`src/rtl/keccak_byte_feeder_pkg.sv`:
```
// Shared types and defaults for the Keccak byte feeder.
package keccak_pkg;

    localparam int WORD_BYTES_DEF = 4;
    localparam int LEN_W_DEF      = 32;

    // FILL gathers bytes, EMIT offers the staged word, EMIT_PAD offers the
    // trailing all-zero word after a message that ended on a word boundary.
    typedef enum logic [1:0] {
        FILL     = 2'd0,
        EMIT     = 2'd1,
        EMIT_PAD = 2'd2
    } state_t;

endpackage

```
`src/rtl/keccak_byte_feeder_if.sv`:
```
// Byte stream in, word stream out, for the Keccak byte feeder.
// master = the feeder itself, slave = its environment (source + core).
interface keccak_byte_feeder_if
    import keccak_pkg::*;
#(
    parameter int WORD_BYTES = WORD_BYTES_DEF,
    parameter int LEN_W      = LEN_W_DEF
);
    localparam int BN_W = $clog2(WORD_BYTES);

    logic [7:0]              s_data;
    logic                    s_valid;
    logic                    s_last;
    logic                    s_ready;
    logic [8*WORD_BYTES-1:0] in;
    logic                    in_ready;
    logic                    is_last;
    logic [BN_W-1:0]         byte_num;
    logic                    buffer_full;
    logic                    msg_done;
    logic [LEN_W-1:0]        msg_len;

    modport master (
        input  s_data, s_valid, s_last, buffer_full,
        output s_ready, in, in_ready, is_last, byte_num, msg_done, msg_len
    );

    modport slave (
        output s_data, s_valid, s_last, buffer_full,
        input  s_ready, in, in_ready, is_last, byte_num, msg_done, msg_len
    );

endinterface

```
`src/rtl/keccak_byte_feeder.sv`:
```
// Packs a byte stream into WORD_BYTES-wide words for a Keccak core,
// marking the final word and appending a zero pad word when a message
// ends exactly on a word boundary.
module keccak_byte_feeder
    import keccak_pkg::*;
#(
    parameter int WORD_BYTES = WORD_BYTES_DEF,
    parameter int LEN_W      = LEN_W_DEF
) (
    input  logic                 clk,
    input  logic                 reset,
    keccak_byte_feeder_if.master bus
);
    localparam int BN_W = $clog2(WORD_BYTES);
    localparam int W    = 8 * WORD_BYTES;

    state_t          state, state_n;
    logic [BN_W-1:0] lane;
    logic [W-1:0]    stage;
    logic            stage_last;
    logic [BN_W-1:0] stage_bn;
    logic            pad_pend;
    logic [LEN_W-1:0] byte_cnt;

    logic [W-1:0]     word_reg;
    logic             ready_reg;
    logic             last_reg;
    logic [BN_W-1:0]  bn_reg;
    logic             done_reg;
    logic [LEN_W-1:0] len_reg;

    logic            xfer;
    logic            emit;
    logic            full_word;
    logic [BN_W:0]   lane_nxt;
    logic [W-1:0]    stage_ins;

    assign bus.s_ready  = (state == FILL) && !reset;
    assign bus.in       = word_reg;
    assign bus.in_ready = ready_reg;
    assign bus.is_last  = last_reg;
    assign bus.byte_num = bn_reg;
    assign bus.msg_done = done_reg;
    assign bus.msg_len  = len_reg;

    // Handshake decode, byte insertion into the current lane, next state.
    always_comb begin
        xfer      = bus.s_valid && (state == FILL);
        emit      = (state != FILL) && !bus.buffer_full;
        lane_nxt  = (BN_W+1)'(lane) + 1'b1;
        full_word = (lane_nxt == (BN_W+1)'(WORD_BYTES));
        stage_ins = stage;
        for (int k = 0; k < WORD_BYTES; k++) begin
            if (lane == BN_W'(k)) stage_ins[W-1-8*k -: 8] = bus.s_data;
        end
        state_n = state;
        case (state)
            FILL:     if (xfer && (full_word || bus.s_last)) state_n = EMIT;
            EMIT:     if (emit) state_n = pad_pend ? EMIT_PAD : FILL;
            EMIT_PAD: if (emit) state_n = FILL;
            default:  state_n = FILL;
        endcase
    end

    // State register.
    always_ff @(posedge clk) begin
        if (reset) state <= FILL;
        else       state <= state_n;
    end

    // Staging, byte counter and registered word outputs.
    always_ff @(posedge clk) begin
        if (reset) begin
            lane       <= '0;
            stage      <= '0;
            stage_last <= 1'b0;
            stage_bn   <= '0;
            pad_pend   <= 1'b0;
            byte_cnt   <= '0;
            word_reg   <= '0;
            ready_reg  <= 1'b0;
            last_reg   <= 1'b0;
            bn_reg     <= '0;
            done_reg   <= 1'b0;
            len_reg    <= '0;
        end else begin
            ready_reg <= 1'b0;
            done_reg  <= 1'b0;
            if (xfer) begin
                if (byte_cnt != '1) byte_cnt <= byte_cnt + LEN_W'(1);
                stage <= stage_ins;
                if (full_word) begin
                    // A last byte that fills the word leaves the end marker
                    // to a separate zero word.
                    lane       <= '0;
                    stage_last <= 1'b0;
                    stage_bn   <= '0;
                    pad_pend   <= bus.s_last;
                end else begin
                    lane       <= lane_nxt[BN_W-1:0];
                    stage_last <= bus.s_last;
                    stage_bn   <= lane_nxt[BN_W-1:0];
                end
            end
            if (emit) begin
                word_reg  <= stage;
                last_reg  <= stage_last;
                bn_reg    <= stage_bn;
                ready_reg <= 1'b1;
                done_reg  <= stage_last;
                if (stage_last) begin
                    len_reg  <= byte_cnt;
                    byte_cnt <= '0;
                end
                // Clear staging so unfilled lanes of the next word read zero;
                // a pending pad becomes the next staged word.
                lane       <= '0;
                stage      <= '0;
                stage_last <= pad_pend;
                stage_bn   <= '0;
                pad_pend   <= 1'b0;
            end
        end
    end

endmodule

```
`src/flat_wrapper.sv`:
```
// flat-port wrapper written by rule: the top's interface ports become plain ports
module keccak_byte_feeder_flat import keccak_pkg::*;
#(
    parameter int WORD_BYTES = WORD_BYTES_DEF,
    parameter int LEN_W      = LEN_W_DEF
)
  (clk, reset, bus_s_data, bus_s_valid, bus_s_last, bus_buffer_full, bus_s_ready, bus_in, bus_in_ready, bus_is_last, bus_byte_num, bus_msg_done, bus_msg_len);
  keccak_byte_feeder_if #(.WORD_BYTES(WORD_BYTES), .LEN_W(LEN_W)) bus_i ();
  input  logic clk;
  input  logic reset;
  input wire logic [$bits(bus_i.s_data)-1:0] bus_s_data;
  input wire logic [$bits(bus_i.s_valid)-1:0] bus_s_valid;
  input wire logic [$bits(bus_i.s_last)-1:0] bus_s_last;
  input wire logic [$bits(bus_i.buffer_full)-1:0] bus_buffer_full;
  output wire logic [$bits(bus_i.s_ready)-1:0] bus_s_ready;
  output wire logic [$bits(bus_i.in)-1:0] bus_in;
  output wire logic [$bits(bus_i.in_ready)-1:0] bus_in_ready;
  output wire logic [$bits(bus_i.is_last)-1:0] bus_is_last;
  output wire logic [$bits(bus_i.byte_num)-1:0] bus_byte_num;
  output wire logic [$bits(bus_i.msg_done)-1:0] bus_msg_done;
  output wire logic [$bits(bus_i.msg_len)-1:0] bus_msg_len;
  assign bus_i.s_data = bus_s_data;
  assign bus_i.s_valid = bus_s_valid;
  assign bus_i.s_last = bus_s_last;
  assign bus_i.buffer_full = bus_buffer_full;
  assign bus_s_ready = bus_i.s_ready;
  assign bus_in = bus_i.in;
  assign bus_in_ready = bus_i.in_ready;
  assign bus_is_last = bus_i.is_last;
  assign bus_byte_num = bus_i.byte_num;
  assign bus_msg_done = bus_i.msg_done;
  assign bus_msg_len = bus_i.msg_len;
  keccak_byte_feeder #(.WORD_BYTES(WORD_BYTES), .LEN_W(LEN_W)) u_core (.clk(clk), .reset(reset), .bus(bus_i));
endmodule
```
`config.mk`:
```
export PLATFORM = sky130hd
export DESIGN_NAME = keccak_byte_feeder_flat
export DESIGN_NICKNAME = d
export VERILOG_FILES = /design/src/rtl/keccak_byte_feeder_pkg.sv /design/src/rtl/keccak_byte_feeder_if.sv /design/src/rtl/keccak_byte_feeder.sv /design/src/flat_wrapper.sv
export SDC_FILE = /design/constraint.sdc
export NUM_CORES = 1
export LEC_CHECK = 0
export ABC_AREA = 1
export CORE_UTILIZATION = 26
export DETAILED_ROUTE_END_ITERATION = 8
export PLACE_DENSITY = 0.42
export SLEW_MARGIN = 20
export SYNTH_ARGS = -nofsm -noshare
export SYNTH_HDL_FRONTEND = slang
export SYNTH_SLANG_ARGS = --single-unit
```
`constraint.sdc`:
```
create_clock -name clk -period 1.96 [get_ports clk]
set_clock_uncertainty 0.05 [all_clocks]
set_input_delay 0.49 -clock clk [delete_from_list [all_inputs] [get_ports clk]]
set_output_delay 0.49 -clock clk [all_outputs]
set_load 0.02 [all_outputs]
```
Word-level counts from Yosys, hierarchy flattened. Cells that the tools add are included.

Add/sub/neg operators: 2. Equal/unequal tests: 10. Muxes and demuxes: 14. Bitwise gates (word level): 1. Reduce and logical (&&, ||, !) cells: 20.

Operators with widths (count): 32-bit two-way mux (4); 32-bit by 1-bit adder with 32-bit output (second input constant) (1); 32-bit != test (second input constant) (1); 2-bit AND reduction (6); 2-bit two-way mux (5); 2-bit == test (second input constant) (3); 2-bit one-hot mux with 3 select lines (1); 2-bit by 1-bit == test with 1-bit output (second input constant) (2); 1-bit logical AND (4); 2-bit logical NOT (2); 1-bit two-way mux (4); 2-bit by 1-bit != test with 1-bit output (second input constant) (2); 2-bit nonzero test (2); 2-bit OR reduction (2); 2-bit by 1-bit adder with 3-bit output (second input constant) (1); 3-bit == test (second input constant) (1); 3-bit AND reduction (1); 1-bit logical NOT (2); 2-bit != test (second input constant) (1); 1-bit logical OR (1); 1-bit NOT (1).

Bits in registers: 139. Output and inout bits: 70. Word-level logic and storage cells: 62.

Depth between registers and ports, before layout. Gate-level depths: netlist of the first run.

Depth after elaboration: 6. Gate-level depth with buffers: 11.

Least setup slack after synthesis of the first run. No wires, ideal clock.

Path kind: input-to-output. Start: in reset. End: out bus_s_ready. Arrival time: 1.148 ns. Data required time: 1.420 ns. Path slack: 0.272 ns. Cell stages on the path: 2. Buffers on the path: 1. Cell sequence: clkbuf_1 nor3_1.

Cells in the longest elaborated chain, start to end: 2.

RTL lines: start, declared (RTL line flat_wrapper.sv:10) `input logic reset;`; 1-bit logical NOT (RTL line keccak_byte_feeder.sv:38) `assign bus.s_ready = (state == FILL) && !reset;`; 1-bit logical AND (RTL line keccak_byte_feeder.sv:38); end, declared (RTL line flat_wrapper.sv:15) `output wire logic [$bits(bus_i.s_ready)-1:0] bus_s_ready;`.

No other way between the ends.

Worst setup path in the final report of the first run. Ends and elaborated chain as after synthesis.

==> results_tabular.tex, run 1 <==
\begin{tabular}{lr}
\hline
Metric & Value \\
\hline
\multicolumn{2}{l}{\textbf{Synth}} \\
Syn Inst Count & 718 \\
Average instance area after synthesis & 7.791 um2 \\
Distinct cell type count after synthesis & 28 \\
Fraction of synthesized cell area taken by the top area cell type & between 40\% and 50\% \\
Netlist area before placement & between 5000 and 6000 um2 \\
Register bit total from synthesis & between 100 and 150 \\
Total of warnings raised by yosys & 0 \\
Commonest register cell after synthesis & dfxtp\_1 \\
Cell types with the largest area share after synthesis & dfxtp\_1 50\%, nand2\_1 9.2\%, o21ai\_0 8.1\% \\
Post-Syn Nets & 737 \\
Number of enable flip-flop cells after synthesis & 0 \\
Async set or reset register ratio after synthesis & 0\% \\
Seq/Total Area, Yosys & 49.74\% \\
Largest area contributor in the synthesized netlist & dfxtp\_1 \\
\multicolumn{2}{l}{\textbf{Worst setup path}} \\
Worst R2R Setup Slack & 0.17 ns \\
Critical register-to-register path endpoint & u\_core.byte\_cnt[22] \\
Highest-delay cell along the critical path & clkdlybuf4s50\_1 \\
Worst Setup Start Kind & input port \\
Startpoint of the most critical register-to-register path & u\_core.byte\_cnt[1] \\
Logic depth of the worst register-to-register path & 10 \\
Critical Path RT & 1.42 ns \\
Type of element capturing the critical path & primary output \\
Ordered cell list for the critical path & clkdlybuf4s50\_1 -> nor3\_1 -> clkdlybuf4s15\_1 \\
Maximum net fanout on the critical path & 2 \\
Max incr delay on CP & 0.43 ns \\
Crit path arrival time & 1.38 ns \\
Category of the critical setup timing path & input port to primary output \\
\multicolumn{2}{l}{\textbf{Detailed routing}} \\
Iteration count of the initial detailed-routing pass & 5 \\
Total DRC errors in the routed layout & 0 \\
Detail-routed via count per cell & between 4 and 5 \\
Mean routed wirelength per cell & 13.62 um \\
Total wire length after detailed routing & 15240 um \\
Vias after detailed routing & 4921 \\
Remaining antenna violation count & 0 \\
DRC violation total after the first TritonRoute iteration & $\sim$330 \\
\multicolumn{2}{l}{\textbf{Power and ir drop}} \\
Lkg Pwr & 0.003328 uW \\
Switching part of the total & 22.64\% \\
Switching power of the nets & 1511 uW \\
Part of the total power dissipated in sequential elements & 43.6\% \\
Combinational group share of total power & 5.2\% \\
Relative contribution of the clock network to total power & $\sim$51\% \\
Power density normalized to cell area & 866.2 nW/um2 \\
Peak supply drop & 0.5577 mV \\
Internal power & 5162 uW \\
\multicolumn{2}{l}{\textbf{Clock network}} \\
Post-CTS repair timing setup buffer count & 0 \\
Total clock buffers created by CTS & 17 \\
Number of buffers added to fix hold violations after cts & 0 \\
Register clock-pin slew on the reported worst setup and hold paths & 0.06 ns \\
TritonCTS clock tree & built \\
Clk\_lat worst skew & between 0.4 and 0.5 ns \\
Clock tree root driver cell & clkbuf\_16 \\
Sinks on the clock net & 139 \\
CTS H-tree lvls & 4 \\
Buffers from clock root to sink, at most & 2 \\
\multicolumn{2}{l}{\textbf{GRT}} \\
Via count of the first global-routing pass & around 5000 \\
Global-route wire length before repair & 25360 um \\
Leftover overflow at the end of global routing & 0 \\
Pin count of the biggest net entering global routing & 49 \\
Number of antenna violations at the first check in global routing & 0 \\
Global router's overall resource usage & 14.95\% \\
\multicolumn{2}{l}{\textbf{Status}} \\
Outcome & completed \\
\multicolumn{2}{l}{\textbf{Placed design}} \\
Detail Placement HPWL & 10870 um \\
Post-place setup slack & -0.2690 ns \\
Buffers on Ports & slightly above 80 \\
Gp weighted congestion & 0.8095 \\
\multicolumn{2}{l}{\textbf{Cells and area}} \\
Most common cell after layout, fill and taps aside & dfxtp\_1 \\
Combined flip-flop and latch cell area & 2783 um2 \\
Multi-input gate area & between 2000 and 2500 um2 \\
Number of fill cells & 2217 \\
Area growth from synthesis to layout & 37.71\% \\
Core utilization of the finished layout & 36.53\% \\
Layout Nets & 850 \\
Inserted Diodes & 0 \\
Fraction of layout instances using a drive strength above 1 & 12.56\% \\
Top library cells by usage in the layout, fill and taps aside & 139 x dfxtp\_1, 137 x nand2\_1, 99 x inv\_1 \\
\multicolumn{2}{l}{\textbf{Min path}} \\
Startpoint of the tightest hold check path & u\_core.stage[13] \\
Min-delay worst type & flop to flop \\
Worst min-delay path endpoint & u\_core.stage[13] \\
Hold path cells & 2 \\
\multicolumn{2}{l}{\textbf{Timing}} \\
Post-layout minimum cycle time & between 1.5 and 2 ns \\
Worst slew margin & approximately three quarters \\
Tightest Pin Transition & approximately 0.35 ns \\
Final Slew Violations & 0 \\
Hold violation total from the final report & 0 \\
Period Utilization, post-route & 97.82\% \\
Unrepaired setup endpoints after global routing & true \\
Timing-limited maximum frequency & around 0.52 GHz \\
Post-route setup slack & 0.04269 ns \\
Setup violation total in the final timing report & 0 \\
\multicolumn{2}{l}{\textbf{Floorplan}} \\
Number of top-level pins & 83 \\
Area of the die & 22110 um2 \\
Die Ht & 148.7 um \\
Starting Density & 26.53\% \\
Core Region & roughly 21000 um2 \\
Cell row count & 53 \\
Horizontal die dimension & between 100 and 150 um \\
\multicolumn{2}{l}{\textbf{Run}} \\
Max Cap Violations & 0 \\
\hline
\end{tabular}
## layout make-up
cell class	count	area share [%]
flip-flops and latches	139	36.12
multi-input cells	447	29.66
repair buffers	124	16.68
clock buffers	19	5.620
inverters	102	4.970
well taps	275	4.466
clock inverters	13	2.485
## cells in the mapped netlist, types with 9 or more instances
library cell,number
a21oi_1,49
buf_2,9
clkbuf_1,16
dfxtp_1,139
inv_1,99
nand2_1,137
nand3_1,10
nand4_1,23
nor2_1,52
nor2_4,10
o21ai_0,90
o21ai_1,29
## cell families after synthesis
kind of cell    Yosys count  synth area share (%)
fa+ha+maj                 6                 1.342
buf+inv                 132                 9.662
compound gates          175                 16.06
flops                   139                 49.74
simple gates            263                 22.72
xor+xnor                  3                0.4698
## power by group through the flow
stage / logic [uW] / clock network, uW / registers, uW
detailed placement: 357 / 0 / 2970
global placement: 348 / 0 / 2970
finish: 350 / 3420 / 2910
global route: 395 / 3650 / 2910
floorplan: 186 / 0 / 2970
CTS: 356 / 3530 / 2910
## sequential cells by signal (all words and copies together) (netlist names)
| register | flops |
|---|---|
| u_core.bus.in | 32 |
| u_core.bus.msg_len | 32 |
| u_core.byte_cnt | 32 |
| u_core.stage | 32 |
| u_core.bus.byte_num | 2 |
| u_core.lane | 2 |
| u_core.state | 2 |
| u_core.bus.in_ready | 1 |
| u_core.bus.is_last | 1 |
| u_core.bus.msg_done | 1 |
| u_core.pad_pend | 1 |
| u_core.stage_last | 1 |
## how the worst max path moves through the flow
stage                     startpoint             end  slack (ns)
4_1_cts        u_core.bus.msg_len[0]  bus_msg_len[0]       0.002
6_report                       reset     bus_s_ready        0.04
5_1_grt                        reset     bus_s_ready       -0.02
2_1_floorplan                  reset     bus_s_ready        0.27
3_5_place_dp                   reset     bus_s_ready       -0.27
3_3_place_gp                   reset     bus_s_ready       -0.29
## worst max-delay path, delay by kind of cell
| family | cells | cell delay, ns |
|---|---|---|
| buffers and inverters | 2 | 0.75 |
| AND/OR/NAND/NOR | 1 | 0.14 |
## layer usage
layer	up-vias	global-route usage [%]	wire (um)
met5	-	0	0
met4	0	5.722	228
met3	18	4.233	700
met2	95	25.30	7416
met1	2262	17.83	6894
li1	2546	-	-
## stage by stage
stage	hold slack (ns)	area (um2)	setup TNS (ns)	total power, uW	cells
2_1_floorplan	0.3740	5594	0	3159	718
3_3_place_gp	0.3827	7034	-0.5453	3316	1087
3_5_place_dp	0.3907	7034	-1.130	3327	1087
4_1_cts	0.4000	7641	0	6790	1119
5_1_grt	0.4189	7704	-0.01646	6960	1119
6_report	0.3955	7704	0	6673	1119
## what timing repair did
| action | 4_1_cts | 5_1_grt |
|---|---|---|
| gates resized for setup | 14 | 23 |
| cloned | 0 | 0 |
| setup endpoints to repair | 14 | 24 |
Note: power is estimated with default switching activity, not from simulation.
==> run 2: changes to the inputs <==
--- a/config.mk
+++ b/config.mk
@@ -8,6 +8,7 @@
 export ABC_AREA = 1
 export CORE_UTILIZATION = 26
 export DETAILED_ROUTE_END_ITERATION = 8
+export MAX_ROUTING_LAYER = met4
 export PLACE_DENSITY = 0.42
 export SLEW_MARGIN = 20
 export SYNTH_ARGS = -nofsm -noshare
==> run 2 against run 1 <==
- core utilization is 0.67 points lower
- worst setup slack better by 0.0066 ns
- critical endpoint is now bus_msg_len[31]
- worst hold slack better by 0.0012 ns
==> results_tabular.tex, run 2 (synthesized netlist as in run 1, its figures left out) <==
\begin{tabular}{lr}
\hline
Metric & Value \\
\hline
\multicolumn{2}{l}{\textbf{Timing}} \\
Setup violation total in the final timing report & 0 (unchanged) \\
Final Slew Violations & 0 (unchanged) \\
Tightest Pin Transition & 0.3470 ns (+0.001648 ns) \\
Worst slew margin & 76.81\% (about the same) \\
Summed negative setup slack over all endpoints & 0 ns (unchanged) \\
Period Utilization, post-route & 97.48\% (-0.34 points) \\
Hold violation total from the final report & 0 (unchanged) \\
Unrepaired setup endpoints after global routing & false \\
Post-layout minimum cycle time & 1.911 ns (-0.006617 ns) \\
Timing-limited maximum frequency & 0.5234 GHz (+0.35\%) \\
\multicolumn{2}{l}{\textbf{Worst setup path}} \\
Critical Path RT & 1.42 ns (about the same) \\
Crit path arrival time & 1.37 ns (about the same) \\
Max incr delay on CP & 0.61 ns (+0.18 ns) \\
Ordered cell list for the critical path & clkdlybuf4s50\_1 \\
Buf/Inv on CP & 1 (-1) \\
Type of element capturing the critical path & primary output \\
Worst Setup Start Kind & flop \\
Kind of cell with the highest combined delay on the critical path & buffers and inverters \\
Highest-delay cell along the critical path & clkdlybuf4s50\_1 \\
Category of the critical setup timing path & flop to primary output \\
Maximum net fanout on the critical path & 2 (unchanged) \\
\multicolumn{2}{l}{\textbf{Min path}} \\
Min-delay worst type & flop to flop \\
\multicolumn{2}{l}{\textbf{Floorplan}} \\
Area of the die & 22110 um2 (unchanged) \\
Horizontal die dimension & 148.7 um (unchanged) \\
Core Region & 21090 um2 (unchanged) \\
Starting Density & 26.53\% (unchanged) \\
Cell row count & 53 (unchanged) \\
Die Ht & 148.7 um (unchanged) \\
Number of top-level pins & 83 (unchanged) \\
\multicolumn{2}{l}{\textbf{Cells and area}} \\
Post-layout instance count excluding filler cells & 1109 (-0.89\%) \\
Top library cells by usage in the layout, fill and taps aside & 139 x dfxtp\_1, 137 x nand2\_1, 99 x inv\_1 \\
Core utilization of the finished layout & 35.86\% (-0.67 points) \\
Fraction of layout instances using a drive strength above 1 & 11.63\% (-0.93 points) \\
Most common cell after layout, fill and taps aside & dfxtp\_1 \\
Post-layout instance area & 7562 um2 (-1.8\%) \\
Inserted Diodes & 0 (unchanged) \\
Area growth from synthesis to layout & 35.18\% \\
Layout Nets & 840 (-1.2\%) \\
\multicolumn{2}{l}{\textbf{GRT}} \\
Global router's overall resource usage & 14.88\% (-0.075 points) \\
Leftover overflow at the end of global routing & 0 (unchanged) \\
Global-route wire length before repair & 24560 um (-3.1\%) \\
Pin count of the biggest net entering global routing & 44 (-10\%) \\
Via count of the first global-routing pass & 4834 (-3.8\%) \\
Number of antenna violations at the first check in global routing & 0 (unchanged) \\
\multicolumn{2}{l}{\textbf{Clock network}} \\
Number of buffers added to fix hold violations after cts & 0 (unchanged) \\
Register clock-pin slew on the reported worst setup and hold paths & 0.06 ns (about the same) \\
Total clock buffers created by CTS & 17 (unchanged) \\
TritonCTS clock tree & built \\
CTS H-tree lvls & 4 (unchanged) \\
Clk\_lat worst skew & 0.42 ns (about the same) \\
Clock tree root driver cell & clkbuf\_16 \\
Buffers from clock root to sink, at most & 2 (unchanged) \\
Sinks on the clock net & 139 (unchanged) \\
Post-CTS repair timing setup buffer count & 0 (unchanged) \\
\multicolumn{2}{l}{\textbf{Detailed routing}} \\
Remaining antenna violation count & 0 (unchanged) \\
Detail-routed via count per cell & 4.380 (-0.41\%) \\
DRC violation total after the first TritonRoute iteration & 197 (-41\%) \\
Vias after detailed routing & 4857 (-1.3\%) \\
Mean routed wirelength per cell & 13.57 um (-0.37\%) \\
Total DRC errors in the routed layout & 0 (unchanged) \\
Total wire length after detailed routing & 15050 um (-1.3\%) \\
Iteration count of the initial detailed-routing pass & 4 (-1) \\
\multicolumn{2}{l}{\textbf{Placed design}} \\
Detail Placement HPWL & 10740 um (-1.2\%) \\
Placed insts & 1077 (-0.92\%) \\
Placed Area & 6984 um2 (-0.71\%) \\
Gp weighted congestion & 0.8025 (-0.86\%) \\
Buffers on Ports & 82 (unchanged) \\
\multicolumn{2}{l}{\textbf{Power and ir drop}} \\
Power density normalized to cell area & 836.5 nW/um2 (-3.4\%) \\
Peak supply drop & 0.5342 mV (-4.2\%) \\
Lkg Pwr & 0.003034 uW (-8.8\%) \\
\multicolumn{2}{l}{\textbf{Status}} \\
Outcome & completed \\
\multicolumn{2}{l}{\textbf{Run}} \\
Max Cap Violations & 0 (unchanged) \\
\hline
\end{tabular}
## run 2: cell types whose count changed in the layout (fill, tap and decap cells not counted), moves of 2 or more
cell	change
clkinvlp_4	+4
buf_4	-12
bufinv_16	-3
clkdlybuf4s50_1	+15
dlymetal6s2s_1	-11
dlygate4sd2_1	-4
buf_12	+2
## run 2: layer usage
| metal | track usage, % | up-vias | share of wire [%] |
|---|---|---|---|
| li1 | - | 2523 | - |
| met5 | - | - | 0 |
| met2 | 24.86 | 81 | 49 |
| met1 | 17.42 | 2242 | 46 |
| met4 | 4.691 | 0 | 1.2 |
| met3 | 3.742 | 11 | 4.0 |
## run 2: through the flow
step | worst slack [ns] | power [uW] | hold WS [ns]
finish | 0.04931 | 6326 | 0.3966
detailed placement | -0.2541 | 3333 | 0.3898
floorplan | 0.2723 | 3159 | 0.3740
global route | 0.0003652 | 6595 | 0.4221
CTS | 0.006542 | 6441 | 0.3992
global placement | -0.2835 | 3323 | 0.3829
## run 2: cell type report
type                    instances  area, um2
inverters                     102      382.9
multi-input cells             447       2281
fillers                      2242      13530
clock buffers                  20      446.7
repair buffers                114       1207
clock inverters                12      117.6
flip-flops and latches        139       2783
well taps                     275      344.1
## run 2: final timing paths
| path | start | endpoint | cells past startpoint | slack (ns) |
|---|---|---|---|---|
| setup / recovery | u_core.bus.msg_len[31] | bus_msg_len[31] | 1 | 0.05 |
| hold / removal | u_core.stage[15] | u_core.stage[15] | 2 | 0.40 |
| setup reg to reg | u_core.byte_cnt[1] | u_core.byte_cnt[9] | 11 | 0.23 |
| hold reg to reg | u_core.stage[15] | u_core.stage[15] | 2 | 0.40 |
## run 2: timing repair
item | CTS | global route
pin swaps | 0 | 0
gates cloned | 0 | 0
setup endpoints to repair | 10 | 14
resized for setup | 10 | 14
## run 2: report_power, final
part / switching (uW) / leakage [uW] / internal, uW
clock network: 1270 / 0.000263 / 1790
registers: 22.7 / 0.00112 / 2880
logic: 213 / 0.00165 / 143
==> run 3: changes to the inputs <==
--- a/config.mk
+++ b/config.mk
@@ -8,8 +8,7 @@
 export ABC_AREA = 1
 export CORE_UTILIZATION = 26
 export DETAILED_ROUTE_END_ITERATION = 8
-export MAX_ROUTING_LAYER = met4
-export PLACE_DENSITY = 0.42
+export PLACE_DENSITY_LB_ADDON = 0.1
 export SLEW_MARGIN = 20
 export SYNTH_ARGS = -nofsm -noshare
 export SYNTH_HDL_FRONTEND = slang
==> run 3 against run 2 <==
- sequential cell count unchanged
- register-to-register slack worse by 0.06 ns
- critical endpoint is now bus_in[14]
- critical path depth unchanged
- worst hold slack better by 0.00096 ns
- combinational power down 4%
- global-route usage about the same
- sequential power about the same
- clock power up 4%
- power up 1.7%
- non-clock buffer count up 11
==> results_tabular.tex, run 3 (synthesized netlist as in run 1, its figures left out) <==
\begin{tabular}{lr}
\hline
Metric & Value \\
\hline
\multicolumn{2}{l}{\textbf{GRT}} \\
Global router's overall resource usage & 14.86\% (about the same) \\
Via count of the first global-routing pass & 4838 (+0.083\%) \\
Global-route wire length before repair & 25180 um (+2.5\%) \\
Pin count of the biggest net entering global routing & 57 (+30\%) \\
Number of antenna violations at the first check in global routing & 0 (unchanged) \\
Leftover overflow at the end of global routing & 0 (unchanged) \\
\multicolumn{2}{l}{\textbf{Clock network}} \\
Clock tree root driver cell & clkbuf\_16 \\
Number of buffers added to fix hold violations after cts & 0 (unchanged) \\
CTS H-tree lvls & 4 (unchanged) \\
Clk\_lat worst skew & 0.42 ns (about the same) \\
Sinks on the clock net & 139 (unchanged) \\
Total clock buffers created by CTS & 17 (unchanged) \\
TritonCTS clock tree & built \\
Register clock-pin slew on the reported worst setup and hold paths & 0.07 ns (about the same) \\
Buffers from clock root to sink, at most & 2 (unchanged) \\
\multicolumn{2}{l}{\textbf{Power and ir drop}} \\
Lkg Pwr & 0.003303 uW (+8.9\%) \\
Internal power & 4810 uW (-0.13\%) \\
Total power & 6436 uW (+1.7\%) \\
Peak supply drop & 0.5486 mV (+2.7\%) \\
Combinational group share of total power & 5.3\% (-0.3 points) \\
Switching part of the total & 25.25\% (+1.4 points) \\
Switching power of the nets & 1625 uW (+7.7\%) \\
Power density normalized to cell area & 838.0 nW/um2 (+0.18\%) \\
Relative contribution of the clock network to total power & 49.5\% (+1.1 points) \\
Part of the total power dissipated in sequential elements & 45.2\% (-0.7 points) \\
\multicolumn{2}{l}{\textbf{Placed design}} \\
Placed insts & 1088 (+1.0\%) \\
Buffers on Ports & 82 (unchanged) \\
Detail Placement HPWL & 11290 um (+5.2\%) \\
Gp weighted congestion & 0.7919 (-1.3\%) \\
\multicolumn{2}{l}{\textbf{Cells and area}} \\
Fraction of layout instances using a drive strength above 1 & 13.02\% (+1.4 points) \\
Area growth from synthesis to layout & 37.28\% \\
Inserted Diodes & 0 (unchanged) \\
Most common cell after layout, fill and taps aside & dfxtp\_1 \\
Layout Nets & 851 (+1.3\%) \\
Core utilization of the finished layout & 36.42\% (+0.56 points) \\
Post-layout instance count excluding filler cells & 1120 (+0.99\%) \\
Top library cells by usage in the layout, fill and taps aside & 139 x dfxtp\_1, 137 x nand2\_1, 99 x inv\_1 \\
\multicolumn{2}{l}{\textbf{Floorplan}} \\
Horizontal die dimension & 148.7 um (unchanged) \\
Cell row count & 53 (unchanged) \\
Starting Density & 26.53\% (unchanged) \\
Die Ht & 148.7 um (unchanged) \\
Number of top-level pins & 83 (unchanged) \\
Area of the die & 22110 um2 (unchanged) \\
Core Region & 21090 um2 (unchanged) \\
\multicolumn{2}{l}{\textbf{Worst setup path}} \\
Critical register-to-register path endpoint & u\_core.byte\_cnt[24] \\
Max incr delay on CP & 0.62 ns (about the same) \\
Critical Path RT & 1.42 ns (about the same) \\
Buf/Inv on CP & 1 (unchanged) \\
Highest-delay cell along the critical path & clkdlybuf4s50\_1 \\
Logic depth of the worst register-to-register path & 10 (-1) \\
Kind of cell with the highest combined delay on the critical path & buffers and inverters \\
Crit path arrival time & 1.38 ns (about the same) \\
Category of the critical setup timing path & flop to primary output \\
Startpoint of the most critical register-to-register path & u\_core.byte\_cnt[1] \\
Ordered cell list for the critical path & clkdlybuf4s50\_1 \\
Maximum net fanout on the critical path & 2 (unchanged) \\
Type of element capturing the critical path & primary output \\
Worst R2R Setup Slack & 0.17 ns (-0.06 ns) \\
Worst Setup Start Kind & flop \\
\multicolumn{2}{l}{\textbf{Timing}} \\
Setup violation total in the final timing report & 0 (unchanged) \\
Hold violation total from the final report & 0 (unchanged) \\
Unrepaired setup endpoints after global routing & false \\
Worst slew margin & 72.17\% (-4.6 points) \\
Final Slew Violations & 0 (unchanged) \\
Period Utilization, post-route & 97.88\% (+0.39 points) \\
Tightest Pin Transition & 0.4164 ns (+0.06940 ns) \\
Post-layout minimum cycle time & 1.918 ns (+0.007701 ns) \\
Timing-limited maximum frequency & 0.5213 GHz (-0.40\%) \\
\multicolumn{2}{l}{\textbf{Detailed routing}} \\
Mean routed wirelength per cell & 13.84 um (+2.0\%) \\
Iteration count of the initial detailed-routing pass & 4 (unchanged) \\
Total DRC errors in the routed layout & 0 (unchanged) \\
DRC violation total after the first TritonRoute iteration & 216 (+9.6\%) \\
Total wire length after detailed routing & 15500 um (+3.0\%) \\
Vias after detailed routing & 4930 (+1.5\%) \\
Remaining antenna violation count & 0 (unchanged) \\
Detail-routed via count per cell & 4.402 (+0.51\%) \\
\multicolumn{2}{l}{\textbf{Status}} \\
Outcome & completed \\
\multicolumn{2}{l}{\textbf{Min path}} \\
Startpoint of the tightest hold check path & u\_core.stage[8] \\
Hold path cells & 2 (unchanged) \\
Worst min-delay path endpoint & u\_core.stage[8] \\
Min-delay worst type & flop to flop \\
\multicolumn{2}{l}{\textbf{Run}} \\
Max Cap Violations & 0 (unchanged) \\
\hline
\end{tabular}
==> run 3: timing repair <==
item                                    CTS  global route
endpoints found under the setup margin    4            29
resized for setup                         4            26
buffers inserted                          0             0
==> run 3: worst reg2reg max path, delay by kind of cell, from the launching register on <==
family	cells	cell delay, ns
AND/OR/NAND/NOR	6	0.60
adder cells (fa/ha/maj)	1	0.20
AO/OA/AOI/OAI	1	0.14
buffers and inverters	2	0.32
flip-flops	1	0.37
==> run 3: cell type report <==
| cell class | instances | area (um2) |
|---|---|---|
| inverter | 102 | 382.9 |
| sequential | 139 | 2783 |
| clock buffer | 17 | 425.4 |
| clock inverter | 15 | 157.7 |
| timing repair buffer | 125 | 1297 |
| multi-input combinational | 447 | 2290 |
| tap | 275 | 344.1 |
| fill | 2243 | 13410 |
==> run 3: layer usage <==
metal  global-route usage, %  vias up  wire [um]
met5                       0        -          0
met4                   4.021        0        101
met3                   4.356        6        607
met2                   26.96       62       8054
met1                   16.78     2313       6733
li1                        -     2549          -
==> run 3: stage by stage <==
step	cell area [um2]	hold slack [ns]	TNS [ns]	setup slack (ns)
3_3_place_gp	7029	0.3839	-1.201	-0.2697
2_1_floorplan	5594	0.3740	0	0.2723
3_5_place_dp	7029	0.3908	-2.770	-0.2545
6_report	7680	0.3976	0	0.04161
4_1_cts	7607	0.4004	0	0.007286
5_1_grt	7680	0.4229	0	0.0001814
==> run 3: power by group through the flow <==
stage          sequential, uW  combinational, uW  clock, uW
2_1_floorplan            2970                186          0
3_3_place_gp             2970                341          0
3_5_place_dp             2970                351          0
4_1_cts                  2910                351       3270
5_1_grt                  2910                383       3400
6_report                 2910                341       3190
==> run 3: how the worst max path moves through the flow <==
stage	startpoint	endpoint	slack [ns]	depth (start not counted)
6_report	u_core.bus.in[14]	bus_in[14]	0.04	1
3_3_place_gp	reset	bus_s_ready	-0.27	3
3_5_place_dp	reset	bus_s_ready	-0.25	3
2_1_floorplan	reset	bus_s_ready	0.27	2
4_1_cts	u_core.bus.in[4]	bus_in[4]	0.007	1
5_1_grt	u_core.bus.in[31]	bus_in[31]	0.0002	1
